**config.mk**
```make
export PLATFORM = sky130hd
export DESIGN_NAME = alu_ctrl_seq
export DESIGN_NICKNAME = d
export VERILOG_FILES = /design/src/rtl/alu_pkg.sv /design/src/rtl/muldiv_iter.sv /design/src/rtl/alu_ctrl_seq.sv
export SDC_FILE = /design/constraint.sdc
export NUM_CORES = 1
export LEC_CHECK = 0
export ABC_CLOCK_PERIOD_IN_PS = 7700
export CORE_MARGIN = 4
export CORE_UTILIZATION = 25
export CTS_BUF_LIST = sky130_fd_sc_hd__clkbuf_4 sky130_fd_sc_hd__clkbuf_8 sky130_fd_sc_hd__clkbuf_16
export DETAILED_ROUTE_END_ITERATION = 12
export SKIP_CTS_REPAIR_TIMING = 1
export SLEW_MARGIN = 20
export SYNTH_ARGS = -nofsm -noshare
export SYNTH_HDL_FRONTEND = slang
export SYNTH_SLANG_ARGS = --single-unit
```
**constraint.sdc**
```tcl
create_clock -name clk -period 7.7 [get_ports clk]
set_clock_uncertainty 0.2 [all_clocks]
set_input_delay 1.54 -clock clk [delete_from_list [all_inputs] [get_ports clk]]
set_output_delay 1.54 -clock clk [all_outputs]
set_load 0.03 [all_outputs]
```
**src/rtl/alu_pkg.sv**
```systemverilog
// Shared encodings for the ALU issue/control block: Sel codes, ALUOp/funct codes,
// FSM states and the decoded-operation record.
package alu_pkg;

    localparam logic [3:0] SEL_NONE = 4'b0000;
    localparam logic [3:0] SEL_ADD  = 4'b0001;
    localparam logic [3:0] SEL_SUB  = 4'b0010;
    localparam logic [3:0] SEL_MUL  = 4'b0011;
    localparam logic [3:0] SEL_DIV  = 4'b0100;
    localparam logic [3:0] SEL_AND  = 4'b0101;
    localparam logic [3:0] SEL_OR   = 4'b0110;
    localparam logic [3:0] SEL_NOR  = 4'b0111;
    localparam logic [3:0] SEL_SLT  = 4'b1000;
    localparam logic [3:0] SEL_XOR  = 4'b1001;

    localparam logic [1:0] ALUOP_ADD   = 2'b00;
    localparam logic [1:0] ALUOP_SUB   = 2'b01;
    localparam logic [1:0] ALUOP_FUNCT = 2'b10;
    localparam logic [1:0] ALUOP_ILL   = 2'b11;

    localparam logic [5:0] FN_ADD = 6'b100000;
    localparam logic [5:0] FN_SUB = 6'b100010;
    localparam logic [5:0] FN_AND = 6'b100100;
    localparam logic [5:0] FN_OR  = 6'b100101;
    localparam logic [5:0] FN_NOR = 6'b100111;
    localparam logic [5:0] FN_XOR = 6'b100110;
    localparam logic [5:0] FN_SLT = 6'b101010;
    localparam logic [5:0] FN_MUL = 6'b011000;
    localparam logic [5:0] FN_DIV = 6'b011010;

    typedef enum logic [1:0] {
        ST_IDLE = 2'b00,
        ST_EXEC = 2'b01,
        ST_ITER = 2'b10,
        ST_DONE = 2'b11
    } state_t;

    typedef struct packed {
        logic [3:0] sel;
        logic       illegal;
        logic       muldiv;
        logic       is_div;
    } dec_t;

endpackage

```
**src/rtl/muldiv_iter.sv**
```systemverilog
// Iterative unsigned multiply (shift-add) / divide (restoring), one bit per cycle.
// done pulses during the last step; result is that step's outcome, valid with done.
module muldiv_iter #(
    parameter int W = 32
) (
    input  logic         clk,
    input  logic         rst,
    input  logic         start,
    input  logic         is_div,
    input  logic [W-1:0] a,
    input  logic [W-1:0] b,
    output logic         busy,
    output logic         done,
    output logic [W-1:0] result
);

    localparam int CW = $clog2(W);

    logic [2*W-1:0] acc, acc_nxt;
    logic [W-1:0]   opnd;
    logic           div_q;
    logic [CW-1:0]  count;
    logic [W:0]     sum, rem, diff;
    logic           ge;

    // MUL: acc = {partial, multiplier}; DIV: acc = {remainder, dividend/quotient}
    always_comb begin
        sum  = {1'b0, acc[2*W-1:W]} + {1'b0, (acc[0] ? opnd : {W{1'b0}})};
        rem  = {acc[2*W-1:W], acc[W-1]};
        diff = rem - {1'b0, opnd};
        ge   = (rem >= {1'b0, opnd});
        if (div_q)
            acc_nxt = ge ? {diff[W-1:0], acc[W-2:0], 1'b1}
                         : {rem[W-1:0],  acc[W-2:0], 1'b0};
        else
            acc_nxt = {sum, acc[W-1:1]};
    end

    assign done   = busy && (count == CW'(W - 1));
    assign result = acc_nxt[W-1:0];

    always_ff @(posedge clk or posedge rst) begin
        if (rst) begin
            acc   <= '0;
            opnd  <= '0;
            div_q <= 1'b0;
            count <= '0;
            busy  <= 1'b0;
        end else if (start) begin
            acc   <= {{W{1'b0}}, (is_div ? a : b)};
            opnd  <= is_div ? b : a;
            div_q <= is_div;
            count <= '0;
            busy  <= 1'b1;
        end else if (busy) begin
            acc   <= acc_nxt;
            count <= count + 1'b1;
            if (done)
                busy <= 1'b0;
        end
    end

endmodule

```
**src/rtl/alu_ctrl_seq.sv**
```systemverilog
// Issue/control side of the ALU Sel interface: decodes ALUOp/funct, drives the
// combinational ALU through registered Sel/operands, and runs MUL/DIV internally.
module alu_ctrl_seq
    import alu_pkg::*;
#(
    parameter int W = 32
) (
    input  logic         clk,
    input  logic         rst,
    input  logic         in_valid,
    output logic         in_ready,
    input  logic [1:0]   ALUOp,
    input  logic [5:0]   funct,
    input  logic [W-1:0] A,
    input  logic [W-1:0] B,
    output logic [3:0]   Sel,
    output logic [W-1:0] alu_A,
    output logic [W-1:0] alu_B,
    input  logic [W-1:0] alu_res,
    input  logic         alu_zero,
    output logic         out_valid,
    input  logic         out_ready,
    output logic [W-1:0] res_out,
    output logic         zero_out,
    output logic         illegal
);

    function automatic dec_t decode(input logic [1:0] op, input logic [5:0] fn);
        dec_t d;
        d = '{sel: SEL_NONE, illegal: 1'b0, muldiv: 1'b0, is_div: 1'b0};
        case (op)
            ALUOP_ADD: d.sel = SEL_ADD;
            ALUOP_SUB: d.sel = SEL_SUB;
            ALUOP_FUNCT: begin
                case (fn)
                    FN_ADD: d.sel = SEL_ADD;
                    FN_SUB: d.sel = SEL_SUB;
                    FN_AND: d.sel = SEL_AND;
                    FN_OR:  d.sel = SEL_OR;
                    FN_NOR: d.sel = SEL_NOR;
                    FN_XOR: d.sel = SEL_XOR;
                    FN_SLT: d.sel = SEL_SLT;
                    // MUL/DIV keep the ALU idle (Sel NONE) and use the local engine
                    FN_MUL: d.muldiv = 1'b1;
                    FN_DIV: begin
                        d.muldiv = 1'b1;
                        d.is_div = 1'b1;
                    end
                    default: d.illegal = 1'b1;
                endcase
            end
            default: d.illegal = 1'b1;
        endcase
        return d;
    endfunction

    state_t       state;
    dec_t         dec;
    logic         md_start, md_busy, md_done;
    logic [W-1:0] md_res;

    assign dec      = decode(ALUOp, funct);
    assign in_ready = (state == ST_IDLE);
    assign md_start = in_ready && in_valid && dec.muldiv && !md_busy;

    muldiv_iter #(.W(W)) u_muldiv (
        .clk    (clk),
        .rst    (rst),
        .start  (md_start),
        .is_div (dec.is_div),
        .a      (A),
        .b      (B),
        .busy   (md_busy),
        .done   (md_done),
        .result (md_res)
    );

    // out_valid is raised the cycle after the result lands, so DONE's first
    // cycle only settles the output registers.
    always_ff @(posedge clk or posedge rst) begin
        if (rst) begin
            state     <= ST_IDLE;
            Sel       <= SEL_NONE;
            alu_A     <= '0;
            alu_B     <= '0;
            res_out   <= '0;
            zero_out  <= 1'b0;
            illegal   <= 1'b0;
            out_valid <= 1'b0;
        end else begin
            case (state)
                ST_IDLE: begin
                    if (in_valid) begin
                        alu_A   <= A;
                        alu_B   <= B;
                        Sel     <= dec.sel;
                        illegal <= dec.illegal;
                        state   <= dec.muldiv ? ST_ITER : ST_EXEC;
                    end
                end
                ST_EXEC: begin
                    res_out  <= alu_res;
                    zero_out <= alu_zero;
                    state    <= ST_DONE;
                end
                ST_ITER: begin
                    if (md_done) begin
                        res_out  <= md_res;
                        zero_out <= (md_res == '0);
                        state    <= ST_DONE;
                    end
                end
                ST_DONE: begin
                    if (!out_valid) begin
                        out_valid <= 1'b1;
                    end else if (out_ready) begin
                        out_valid <= 1'b0;
                        state     <= ST_IDLE;
                    end
                end
                default: state <= ST_IDLE;
            endcase
        end
    end

endmodule
```
# --- Word level (Yosys, flattened, before mapping) ---
# Cells that the tools add are included.
word_totals:
  inputBits: 109
  reg_bits: 208
op_classes:
  n_lt_le_gt_ge: 1
  eq_ne: 19
  n_mux: 31
  n_reduce_logical: 16
  n_addsub: 3
ops:
  columns: ["operator", "n"]
  rows:
  - ["64-bit two-way mux", 4]
  - ["32-bit two-way mux", 4]
  - ["32-bit one-hot mux with 2 select lines", 1]
  - ["6-bit == test, second input constant", 7]
  - ["32-bit by 32-bit adder with 33-bit output", 1]
  - ["33-bit by 32-bit greater-or-equal comparator with 1-bit output", 1]
  - ["32-bit zero test", 1]
  - ["32-bit subtractor", 1]
  - ["4-bit one-hot mux with 7 select lines", 1]
  - ["6-bit by 5-bit == test with 1-bit output, second input constant", 2]
  - ["2-bit two-way mux", 6]
  - ["4-bit one-hot mux with 3 select lines", 1]
  - ["5-bit two-way mux", 2]
  - ["1-bit two-way mux", 9]
  - ["9-bit OR reduction", 1]
  - ["2-bit != test, second input constant", 4]
  - ["2-bit one-hot mux with 4 select lines", 1]
  - ["2-bit == test, second input constant", 3]
  - ["5-bit by 1-bit adder with 5-bit output, second input constant", 1]
  - ["5-bit == test, second input constant", 1]
  - ["2-bit by 1-bit == test with 1-bit output, second input constant", 2]
  - ["1-bit logical AND", 4]
  - ["2-bit zero test", 2]
  - ["1-bit one-hot mux with 2 select lines", 2]
  - ["5 further kinds", 8]

# --- Depth between registers and ports, before layout ---
logic_depth:
  depth_word: 7
  mapped_depth: 14

# --- Modules after synthesis ---
# From an unflattened synthesis, not the netlist that was laid out.
unflattened:
  cells_unflattened: 1468
  area_unflattened_um2: 13893.3
by_module_without_submodules:
  columns: ["mod", "area_per_inst_um2", "n_inst", "cells_per_inst", "seq_area_each_um2"]
  rows:
  - ["muldiv_iter", 9424.0, 1, 1117, 2577.5]
  - ["alu_ctrl_seq", 4469.3, 1, 351, 2627.5]

# --- Least setup slack after synthesis ---
# OpenSTA, ideal clock, no wires.
synth_timing:
  path_kind: "input to register"
  from: "in funct[5]"
  to: "reg u_muldiv.acc[10]"
  slack_ns: 4.165
  arrival_time_ns: 3.188
  path_stages: 9
  path_cell_list: "nor2_1 nand4_1 nor3_1 nand2_1 clkbuf_1 mux2i_1 nor2_1 a21oi_1 mux2i_1"
synth_via:
  elab_chain_cells: 7
  word_cells_on_any_way: 11
  classes_between: "eq/ne (2); mux (5); reduce/logical (4)"
synth_lines:
  columns: ["item", "line", "text"]
  rows:
  - ["from (decl)", "alu_ctrl_seq.sv:13", "input logic [5:0] funct,"]
  - ["6-bit by 5-bit == test with 1-bit output", "alu_ctrl_seq.sv:35", "case (fn)"]
  - ["2-bit OR reduction (no source line)", null, null]
  - ["1-bit two-way mux", "alu_ctrl_seq.sv:35", null]
  - ["2-bit two-way mux (*)", "alu_ctrl_seq.sv:31", "case (op)"]
  - ["1-bit logical AND (2 in a row)", "alu_ctrl_seq.sv:64", "assign md_start = in_ready && in_valid && dec.muldiv && !md_busy;"]
  - ["64-bit two-way mux / 2-bit nonzero test (equally long branches)", null, null]
  - ["to (signal assigned)", "muldiv_iter.sv:50", "acc <= {{W{1'b0}}, (is_div ? a : b)};"]
  - ["to (signal assigned)", "muldiv_iter.sv:56", "acc <= acc_nxt;"]
  - ["to (decl)", "muldiv_iter.sv:19", "logic [2*W-1:0] acc, acc_nxt;"]
# Every way passes the cells marked *; elsewhere a longest branch is shown, timed or not.
# A chain may end at the register's enable or synchronous reset.

# --- Final worst setup path ---
layout_timing:
  from: "reg u_muldiv.acc[0]"
  to: "reg u_muldiv.acc[61]"
layout_via:
  elab_chain_cells: 5
layout_lines:
  columns: ["item", "line", "text"]
  rows:
  - ["32-bit two-way mux", "muldiv_iter.sv:28", "sum = {1'b0, acc[2*W-1:W]} + {1'b0, (acc[0] ? opnd : {W{1'b0}})};"]
  - ["32-bit by 32-bit adder with 33-bit output", "muldiv_iter.sv:28", null]
  - ["64-bit two-way mux", "muldiv_iter.sv:32", "if (div_q)"]
  - ["64-bit two-way mux", "muldiv_iter.sv:55", "end else if (busy) begin"]
  - ["64-bit two-way mux", "muldiv_iter.sv:49", "end else if (start) begin"]
# Every way passes these cells. The select of a mux whose other input is x is not followed.

==> run metrics <==
status=complete, no violations; IO Count=~210; H-tree depth=1; Row Count=84; RSZ-0062 raised after global routing=false; CP Capture Type=flip-flop; final instance area=0.01711 mm2; Synth Warn #=0; final slew viol count=0; n_diodes=0; Max transition margin=30.84%; setup violators final=0; initial antenna violation count=1; DRT Pass-1 Iters=5; Final WS setup=3429 ps; CTS buffer count=24; crit path cell chain=and2_1 -> ha_1 -> fa_1 -> a211oi_1 -> o21ai_0 -> o21a_1 -> o211ai_1 -> a21oi_1 -> o41ai_1 -> xnor2_1 -> a211oi_1; PortBufs=about 210; Buf+Inv Stages, Crit Path=0; Synth area leaders=dfrtp_1 (39%), mux2i_1 (11%), ha_1 (6.4%), o21ai_0 (6.3%), mux2_2 (5.7%); post-route insts no fill=between 2000 and 2500; Final min period=4271 ps; slowest library cell on the worst path=dfrtp_2; synth-to-layout area growth=26.98%; vias=approximately 12000; largest net degree at the start of global routing=96; number of synthesized flops with an enable pin=0; share of the synthesized area in the top cell type=38.62%; IR drop worst, VDD=0.2816 mV; worst-margin pin slew=1037 ps; Avg Inst Size Synth=between 9 and 10 um2; DR WL/cell=~18 um; Synth Register Bits=208; routed vias/inst=4.962; delay-heaviest family, CP=compound AO/OA/AOI/OAI gates; Clock Path Buffers=3; die footprint=0.05769 mm2; period utilization=55.47%; hold slack=282.3 ps; Hold Fails Final Rpt=0; Cells after Synth=1467; final-stage net count=around 1800; drt initial violations=727; final setup TNS=0 ps; Die Width=240.2 um; max cap viols=0; Reg2Reg Depth=11; dpl hpwl=31180 um; clock sink count=208; WS Path Type=reg -> reg; Placed Area=0.01627 mm2; Clock Latency Late Sink=540 ps; CTS root buf=clkbuf_16; Async S/R FF share, synth=100.0%; Mapped Area=0.01348 mm2; grt ovf=0; Max Fclk=roughly 0.23 GHz; Hold Crit Depth=2; GPL Wtd Cong=between 0.8 and 0.9; nature of the critical path startpoint=flip-flop; Hold Path Origin=Sel[2]; cell repeated most along the worst path=a211oi_1; syn_nets=1647; Die Y=~240 um; DP Cell Count=between 2000 and 2500; top post-synthesis cells by count=dfrtp_1 (208), nand2_1 (178), o21ai_0 (169), mux2i_1 (148), a21oi_1 (103); global-route wire length before repair=66590 um; worst reg-to-reg setup slack=3430 ps; Netlist cell types=62; crit path max fanout=34; most frequent cell after synthesis=dfrtp_1; leading area contributor after synthesis=dfrtp_1; Total Routed Length=approximately 42000 um; Critical Path AT=4510 ps; share of layout cells above drive strength 1=8.992%; clock slew at reported path FFs=60 ps; Hold WC Path Type=reg -> reg; total power=7.063 mW; FF-to-FF Start=u_muldiv.acc[0]; Final Core Density=32.31%; vias in the first global route=11884; Leak=7.582 nW; antenna-violating nets left=0; Hold EP=Sel[2]; Initial Util=25.44%; CP max stage delay=650 ps; PwrDens=between 400 and 500 mW/mm2; setup slack at placement=2686 ps; CP Data Required Time=between 7000 and 8000 ps; top_reg_cell synth=dfrtp_1; CTS tree=yes; All-Layer GR Usage=between 10 and 15%; Residual DRC=0; share of the yosys chip area belonging to registers=38.62%; core area=0.05297 mm2; r2r endpoint=u_muldiv.acc[61]
## per-layer routing
layer / GRT usage (%) / vias to the layer above / wire length, um
li1: - / 5599 / -
met1: 18.62 / 5659 / 18620
met2: 23.98 / 314 / 20070
met3: 2.604 / 61 / 2287
met4: 3.760 / 2 / 974
met5: 0 / - / 11
## sequential cells by signal, indices dropped and copies added, names as in the netlist, 2 cells and up
register / count
alu_A: 32
state: 2
Sel: 4
u_muldiv.acc: 64
res_out: 32
u_muldiv.count: 5
alu_B: 32
u_muldiv.opnd: 32
## report_power, final
group	total [mW]	switching [mW]	internal, mW
Clock	1.20	0.480	0.724
Combinational	3.95	2.30	1.65
Sequential	1.91	0.357	1.55
Total	7.06	3.14	3.93
## how the worst max path moves through the flow
stage,start,end,depth (start not counted)
final,u_muldiv.acc[0],u_muldiv.acc[61],11
after global routing,u_muldiv.acc[0],u_muldiv.acc[61],11
after CTS,u_muldiv.acc[0],u_muldiv.acc[61],11
after detailed placement,funct[2],u_muldiv.acc[27],10
after global placement,funct[2],u_muldiv.acc[29],10
after floorplan,rst,Sel[0],1
## worst reg2reg max path: stages, from the launching register on
cell and delay (ps):
dfrtp_2 650, and2_1 280, ha_1 220, fa_1 460, a211oi_1 250, o21ai_0 280, o21a_1 330, o211ai_1 370
a21oi_1 200, o41ai_1 590, xnor2_1 120, a211oi_1 240
## cell type report
| cell class | count | area, um2 |
|---|---|---|
| sequential | 208 | 5207 |
| clock inverter | 10 | 110.1 |
| inverter | 61 | 236.5 |
| clock buffer | 34 | 724.4 |
| tap | 688 | 860.8 |
| timing repair buffer | 223 | 2205 |
| multi-input combinational | 1121 | 7770 |
| fill | 5515 | 35860 |
## kinds of logic after synthesis
| logic type | after synthesis | synth area share, % |
|---|---|---|
| multiplexers | 216 | 16.67 |
| buffers and inverters | 138 | 4.122 |
| AND/OR/NAND/NOR | 373 | 12.45 |
| adder cells (fa/ha/maj) | 71 | 6.703 |
| flip-flops | 208 | 38.62 |
| AO/OA/AOI/OAI | 408 | 17.99 |
| XOR/XNOR | 53 | 3.444 |
## cell usage in the layout, fill, tap and decap left out, drive strengths merged, types with 6 or more instances in the layout
cell	instances
o21ai	178
o221ai	6
o21bai	8
clkdlybuf4s50	212
mux2	68
a22oi	19
o211ai	9
a21o	22
dfrtp	208
clkbuf	34
buf	11
nor3	10
ha	69
inv	61
o21a	7
xor2	24
nor2	74
mux2i	148
xnor2	29
nand3	18
a211oi	13
clkinv	7
nand2	178
and3	9
a31oi	8
and2	37
nand4	17
a21oi	104
nand2b	10
Power figures use the tool's default switching activity.
